## config.mk

```make
export PLATFORM = sky130hd
export DESIGN_NAME = sonar_rx_decoder
export DESIGN_NICKNAME = d
export VERILOG_FILES = /design/src/rtl/sonar_rx_decoder.sv
export SDC_FILE = /design/constraint.sdc
export NUM_CORES = 1
export LEC_CHECK = 0
export CAP_MARGIN = 20
export CORE_MARGIN = 2
export CORE_UTILIZATION = 53
export DETAILED_ROUTE_END_ITERATION = 10
export HOLD_SLACK_MARGIN = 0.05
export PLACE_DENSITY_LB_ADDON = 0.15
export SLEW_MARGIN = 30
export SYNTH_ARGS = -nofsm -noshare
export SYNTH_HDL_FRONTEND = slang
export SYNTH_SLANG_ARGS = --single-unit
```

## constraint.sdc

```tcl
create_clock -name clock -period 2.3 [get_ports clock]
set_input_delay 0.69 -clock clock [delete_from_list [all_inputs] [get_ports clock]]
set_output_delay 0.69 -clock clock [all_outputs]
set_load 0.005 [all_outputs]
```

## src/rtl/sonar_rx_decoder.sv

```systemverilog
// sonar_rx_decoder: receives the sonar serial stream and recovers
// "AAA,DDD#" measurement packets. The angle and distance come out as
// 3-digit BCD words, with a one-cycle pronto pulse per accepted packet.
// Frame: 1 start bit, DATA_BITS data bits LSB first, even parity, 2 stop bits.
// Optional build macro: PARITY_CHECK_EN
//   defined   -> a parity mismatch invalidates the character
//   undefined -> the parity bit time is spent and its value is ignored
module sonar_rx_decoder #(
   parameter int BAUD_DIV  = 434,
   parameter int DATA_BITS = 7
) (
   input  logic        clock,
   input  logic        reset,
   input  logic        rx_serial,
   output logic [11:0] angulo,
   output logic [11:0] distancia,
   output logic        pronto,
   output logic        erro_pacote,
   output logic [3:0]  db_estado
);

   localparam int CW   = (BAUD_DIV > 1) ? $clog2(BAUD_DIV) : 1;
   localparam int BW   = (DATA_BITS > 1) ? $clog2(DATA_BITS) : 1;
   localparam int HALF = BAUD_DIV / 2;

   typedef enum logic [3:0] {
      INICIAL  = 4'd0,
      START    = 4'd1,
      DADOS    = 4'd2,
      PARIDADE = 4'd3,
      STOP     = 4'd4,
      ENTREGA  = 4'd5
   } bitState_t;

   bitState_t            state_q, state_d;
   logic [CW-1:0]        cnt_q, cnt_d;
   logic [BW-1:0]        bitIdx_q, bitIdx_d;
   logic [DATA_BITS-1:0] shift_q, shift_d;
   logic                 frameErr_q, frameErr_d;
   logic                 sync1_q, sync2_q, rxPrev_q;
   logic                 rxS;
   logic                 bitFull;
   logic                 parityErr;

`ifdef PARITY_CHECK_EN
   logic                 parity_q, parity_d;
`endif

   assign rxS     = sync2_q;
   assign bitFull = (cnt_q == CW'(BAUD_DIV - 1));

   // Synchronizer, edge history and bit-level receive registers
   always_ff @(posedge clock) begin
      if (reset) begin
         sync1_q    <= 1'b1;
         sync2_q    <= 1'b1;
         rxPrev_q   <= 1'b1;
         state_q    <= INICIAL;
         cnt_q      <= '0;
         bitIdx_q   <= '0;
         shift_q    <= '0;
         frameErr_q <= 1'b0;
`ifdef PARITY_CHECK_EN
         parity_q   <= 1'b0;
`endif
      end else begin
         sync1_q    <= rx_serial;
         sync2_q    <= sync1_q;
         rxPrev_q   <= sync2_q;
         state_q    <= state_d;
         cnt_q      <= cnt_d;
         bitIdx_q   <= bitIdx_d;
         shift_q    <= shift_d;
         frameErr_q <= frameErr_d;
`ifdef PARITY_CHECK_EN
         parity_q   <= parity_d;
`endif
      end
   end

   // Bit FSM: find the start edge, sample every bit at mid-bit, hand the character over
   always_comb begin
      state_d    = state_q;
      cnt_d      = cnt_q;
      bitIdx_d   = bitIdx_q;
      shift_d    = shift_q;
      frameErr_d = frameErr_q;
`ifdef PARITY_CHECK_EN
      parity_d   = parity_q;
`endif
      case (state_q)
         INICIAL: begin
            cnt_d    = '0;
            bitIdx_d = '0;
            if (rxPrev_q && !rxS) begin
               state_d = START;
            end
         end
         START: begin
            if (cnt_q == CW'(HALF - 1)) begin
               cnt_d   = '0;
               state_d = rxS ? INICIAL : DADOS;
            end else begin
               cnt_d = cnt_q + 1'b1;
            end
         end
         DADOS: begin
            if (bitFull) begin
               cnt_d   = '0;
               shift_d = {rxS, shift_q[DATA_BITS-1:1]};
               if (bitIdx_q == BW'(DATA_BITS - 1)) begin
                  state_d = PARIDADE;
               end else begin
                  bitIdx_d = bitIdx_q + 1'b1;
               end
            end else begin
               cnt_d = cnt_q + 1'b1;
            end
         end
         PARIDADE: begin
            if (bitFull) begin
               cnt_d   = '0;
`ifdef PARITY_CHECK_EN
               parity_d = rxS;
`endif
               state_d = STOP;
            end else begin
               cnt_d = cnt_q + 1'b1;
            end
         end
         STOP: begin
            if (bitFull) begin
               cnt_d      = '0;
               frameErr_d = !rxS;
               state_d    = ENTREGA;
            end else begin
               cnt_d = cnt_q + 1'b1;
            end
         end
         ENTREGA: begin
            state_d = INICIAL;
         end
         default: begin
            state_d = INICIAL;
         end
      endcase
   end

`ifdef PARITY_CHECK_EN
   assign parityErr = ^{shift_q, parity_q};
`else
   assign parityErr = 1'b0;
`endif

   // Packet parser state
   logic [2:0]  index_q, index_d;
   logic        resync_q, resync_d;
   logic [11:0] angSh_q, angSh_d;
   logic [11:0] distSh_q, distSh_d;
   logic [11:0] angulo_q, angulo_d;
   logic [11:0] distancia_q, distancia_d;
   logic        pronto_q, pronto_d;
   logic        erro_q, erro_d;

   logic        charStrobe;
   logic        charBad;
   logic [7:0]  charWide;
   logic [3:0]  nib;
   logic        isDigit, isComma, isHash, classOk;

   assign charStrobe = (state_q == ENTREGA);
   assign charBad    = frameErr_q | parityErr;
   assign charWide   = 8'(shift_q);
   assign nib        = charWide[3:0];
   assign isDigit    = (charWide >= 8'h30) && (charWide <= 8'h39);
   assign isComma    = (charWide == 8'h2C);
   assign isHash     = (charWide == 8'h23);

   // Character class expected at the current packet position
   always_comb begin
      classOk = 1'b0;
      case (index_q)
         3'd3:    classOk = isComma;
         3'd7:    classOk = isHash;
         default: classOk = isDigit;
      endcase
   end

   // Parser registers: shadow digits, published outputs and status pulses
   always_ff @(posedge clock) begin
      if (reset) begin
         index_q     <= '0;
         resync_q    <= 1'b0;
         angSh_q     <= '0;
         distSh_q    <= '0;
         angulo_q    <= '0;
         distancia_q <= '0;
         pronto_q    <= 1'b0;
         erro_q      <= 1'b0;
      end else begin
         index_q     <= index_d;
         resync_q    <= resync_d;
         angSh_q     <= angSh_d;
         distSh_q    <= distSh_d;
         angulo_q    <= angulo_d;
         distancia_q <= distancia_d;
         pronto_q    <= pronto_d;
         erro_q      <= erro_d;
      end
   end

   // Parser next state: collect digits, publish on '#', drop bad packets and resync on '#'
   always_comb begin
      index_d     = index_q;
      resync_d    = resync_q;
      angSh_d     = angSh_q;
      distSh_d    = distSh_q;
      angulo_d    = angulo_q;
      distancia_d = distancia_q;
      pronto_d    = 1'b0;
      erro_d      = 1'b0;
      if (charStrobe) begin
         if (resync_q) begin
            if (!charBad && isHash) begin
               resync_d = 1'b0;
               index_d  = '0;
            end
         end else if (!charBad && classOk) begin
            case (index_q)
               3'd0:    angSh_d[11:8]  = nib;
               3'd1:    angSh_d[7:4]   = nib;
               3'd2:    angSh_d[3:0]   = nib;
               3'd4:    distSh_d[11:8] = nib;
               3'd5:    distSh_d[7:4]  = nib;
               3'd6:    distSh_d[3:0]  = nib;
               default: ;
            endcase
            if (index_q == 3'd7) begin
               angulo_d    = angSh_q;
               distancia_d = distSh_q;
               pronto_d    = 1'b1;
               index_d     = '0;
            end else begin
               index_d = index_q + 1'b1;
            end
         end else begin
            erro_d  = 1'b1;
            index_d = '0;
            if (charBad || !isHash) begin
               resync_d = 1'b1;
            end
         end
      end
   end

   assign angulo      = angulo_q;
   assign distancia   = distancia_q;
   assign pronto      = pronto_q;
   assign erro_pacote = erro_q;
   assign db_estado   = state_q;

endmodule

```

==> metrics.txt <==
outcome completed; Yosys cell types 50; Final Util 0.6420; initial antenna violation count 0; worst r2r src index_q[0]; Max H-tree Level 3; crit path cell chain clkdlybuf4s50_1; DRT antenna net count 0; largest buffer count on any clock path 2; Core Rows 29; clock slew seen by the registers of the worst setup and hold paths 0.08 ns; largest cells by area after synthesis dfxtp_1 46%, mux2i_1 16%, nand2_1 6.8%, ha_1 3.9%, o2111ai_2 2.6%; RSZ-0062 raised after global routing no; Worst-Skew Late Latency 0.35 ns; Routed WL per cell 14.76 um; Die Y 85.45 um; Die Width 85.45 um; I/O Buffers 31; register area share after synthesis 0.4555; Vias/cell 5.576; 1st-iter DRT viols 94; crit path DAT 1.48 ns; Max-slew headroom 0.5995; worst-margin pin slew 0.5972 ns; Mapped Cells 354; Post-CTS Resized 0; CP max stage cell clkdlybuf4s50_1; Vias 2615; asr flop ratio synth 0; fin crit share 0.9425; Num Clock Sinks 80; GR Overflow Total 0; critical path class flop to primary output; max cap viols 0; Power Dens Cells 639.5 nW/um^2; Sw Ratio 0.2471; clk root buf clkbuf_8; synth warn 0; post-DP HPWL 4920 um; CP bufs+invs 1; internal reg-to-reg setup slack 0.18 ns; first-pass GRT wire length 11860 um; post-route setup TNS 0 ns; syn_area_per_cell 9.932 um^2; Fillers 549; Post-Syn Nets 368; dpl cells 453; Post-synth EDFFs 0; hold path depth 1; CTS Buf Count 9; VDD IR max 0.4062 mV; f_max 461.3 MHz; Synth top cells by count 80 x dfxtp_1, 64 x nand2_1, 57 x mux2i_1; area of the multi-input gates 1788 um^2; Clk pwr share 0.378; diodes inserted 0; Hold Crit Endpoint rxS; most common cell in the synthesized netlist dfxtp_1; # setup viols final 0; Final Hold Fails 0; Comb pwr share 0.075; post-CTS setup buffers 0; maximum fanout along the worst path 12; total track usage 0.2061; final wirelength 6922 um; Critical Path RT 1.61 ns; io pins 33; core area 6386 um^2; total power 2.622 mW; reported net switching power 647.8 uW; Main synth FF type dfxtp_1; Cell Area, Synth 3516 um^2; Post-CTS Hold Fix Bufs 0; die footprint 7301 um^2; critical path's largest stage delay 0.58 ns; crit end category primary output; number of global-route vias before repair 2502; Hold Crit Start sync1_q; DR pass1 iterations 4; Setup Skew 0.009878 ns; # DRC 0; share of cells above drive strength 1 0.1097; register area 1602 um^2; Synth top area share 0.4555; Yosys top cell by area dfxtp_1; Seq pwr share 0.547; non-filler cells, final 469; top cell family by delay on the critical path buffers and inverters; Tmin final 2.168 ns; LEAKAGE 1.786 nW; #FFs+latches synth 80; reg2reg path depth 7; area delta synth->final 16.62%; final net count 401; Initial Utilization 0.5505; gpl congestion 0.8429; critical path launch point type flop; Int Power 1.974 mW; Max Slew Vio Count 0; CTS tree yes; min-delay worst type flop to flop; r2r endpoint angSh_q[2]; largest net degree at the start of global routing 29
==> power by group through the flow <==
stage / logic (mW) / clock network [mW] / registers (mW)
finish: 0.196 / 0.992 / 1.43
global placement: 0.187 / 0 / 1.46
CTS: 0.194 / 1.01 / 1.43
global route: 0.216 / 1.07 / 1.44
detailed placement: 0.190 / 0 / 1.46
floorplan: 0.148 / 0 / 1.44
==> final cells by class <==
type,instances,share of cell area
repair buffers,43,0.09765
inverters,7,0.006408
clock buffers,10,0.03113
multi-input cells,246,0.4361
flip-flops and latches,80,0.3906
well taps,77,0.02350
clock inverters,6,0.01465
==> per-layer routing <==
| metal | share of wire | track usage | vias up |
|---|---|---|---|
| met1 | 0.49 | 0.2821 | 1241 |
| met5 | 0 | 0 | - |
| met3 | 0.032 | 0.04669 | 7 |
| met2 | 0.46 | 0.3182 | 45 |
| met4 | 0.015 | 0.07792 | 0 |
| li1 | - | - | 1322 |
==> logic make-up (layout without fill, tap and decap cells) <==
family	count (synthesis)	in the layout	synth area share
adder cells (fa/ha/maj)	11	11	0.03915
buffers and inverters	28	66	0.03594
XOR/XNOR	6	6	0.01495
AND/OR/NAND/NOR	131	131	0.1865
AO/OA/AOI/OAI	39	39	0.1014
flip-flops	80	80	0.4555
multiplexers	58	58	0.1655
other	1	1	0.001067
==> through the flow <==
step                instance area, um^2  hold slack [ns]  worst slack [ns]
finish                             4100           0.4112            0.1321
global route                       4100           0.4243           0.01660
CTS                                4100           0.4144            0.1192
detailed placement                 3913           0.3966            0.1865
global placement                   3913           0.3928            0.2148
floorplan                          3516           0.3895            0.2733
==> cell usage in the layout, fill, tap and decap left out, types with 4 or more instances in the layout <==
cell	instances
mux2i_1	57
nand2_1	64
o21ai_0	4
ha_1	11
clkdlybuf4s50_1	31
nor3b_1	4
nor2b_1	6
dfxtp_1	80
nor3_1	5
a211oi_1	8
nand4_1	5
nand3_1	6
nor2_1	18
buf_4	12
xnor2_1	5
clkbuf_8	9
o2111ai_2	6
or2_2	4
inv_1	7
==> sequential cells by signal, summed over array words and instances, names as in the netlist <==
signal and cells:
angSh_q 12, angulo 12, bitIdx_q 3, charBad 1, cnt_q 9, db_estado 3
distSh_q 12, distancia 12, erro_pacote 1, index_q 3, pronto 1, resync_q 1
rxPrev_q 1, rxS 1, shift_q 7, sync1_q 1
==> worst max-delay path by stage <==
stage / from / endpoint / slack (ns) / cells after the start
3_3_place_gp: reset / index_q[0] / 0.21 / 4
2_1_floorplan: index_q[2] / angulo[0] / 0.27 / 8
4_1_cts: db_estado[1] / db_estado[1] / 0.12 / 1
3_5_place_dp: index_q[0] / angSh_q[2] / 0.19 / 7
5_1_grt: index_q[0] / distSh_q[9] / 0.02 / 7
6_report: db_estado[0] / db_estado[0] / 0.13 / 1
Note: power is estimated with default switching activity, not from simulation.
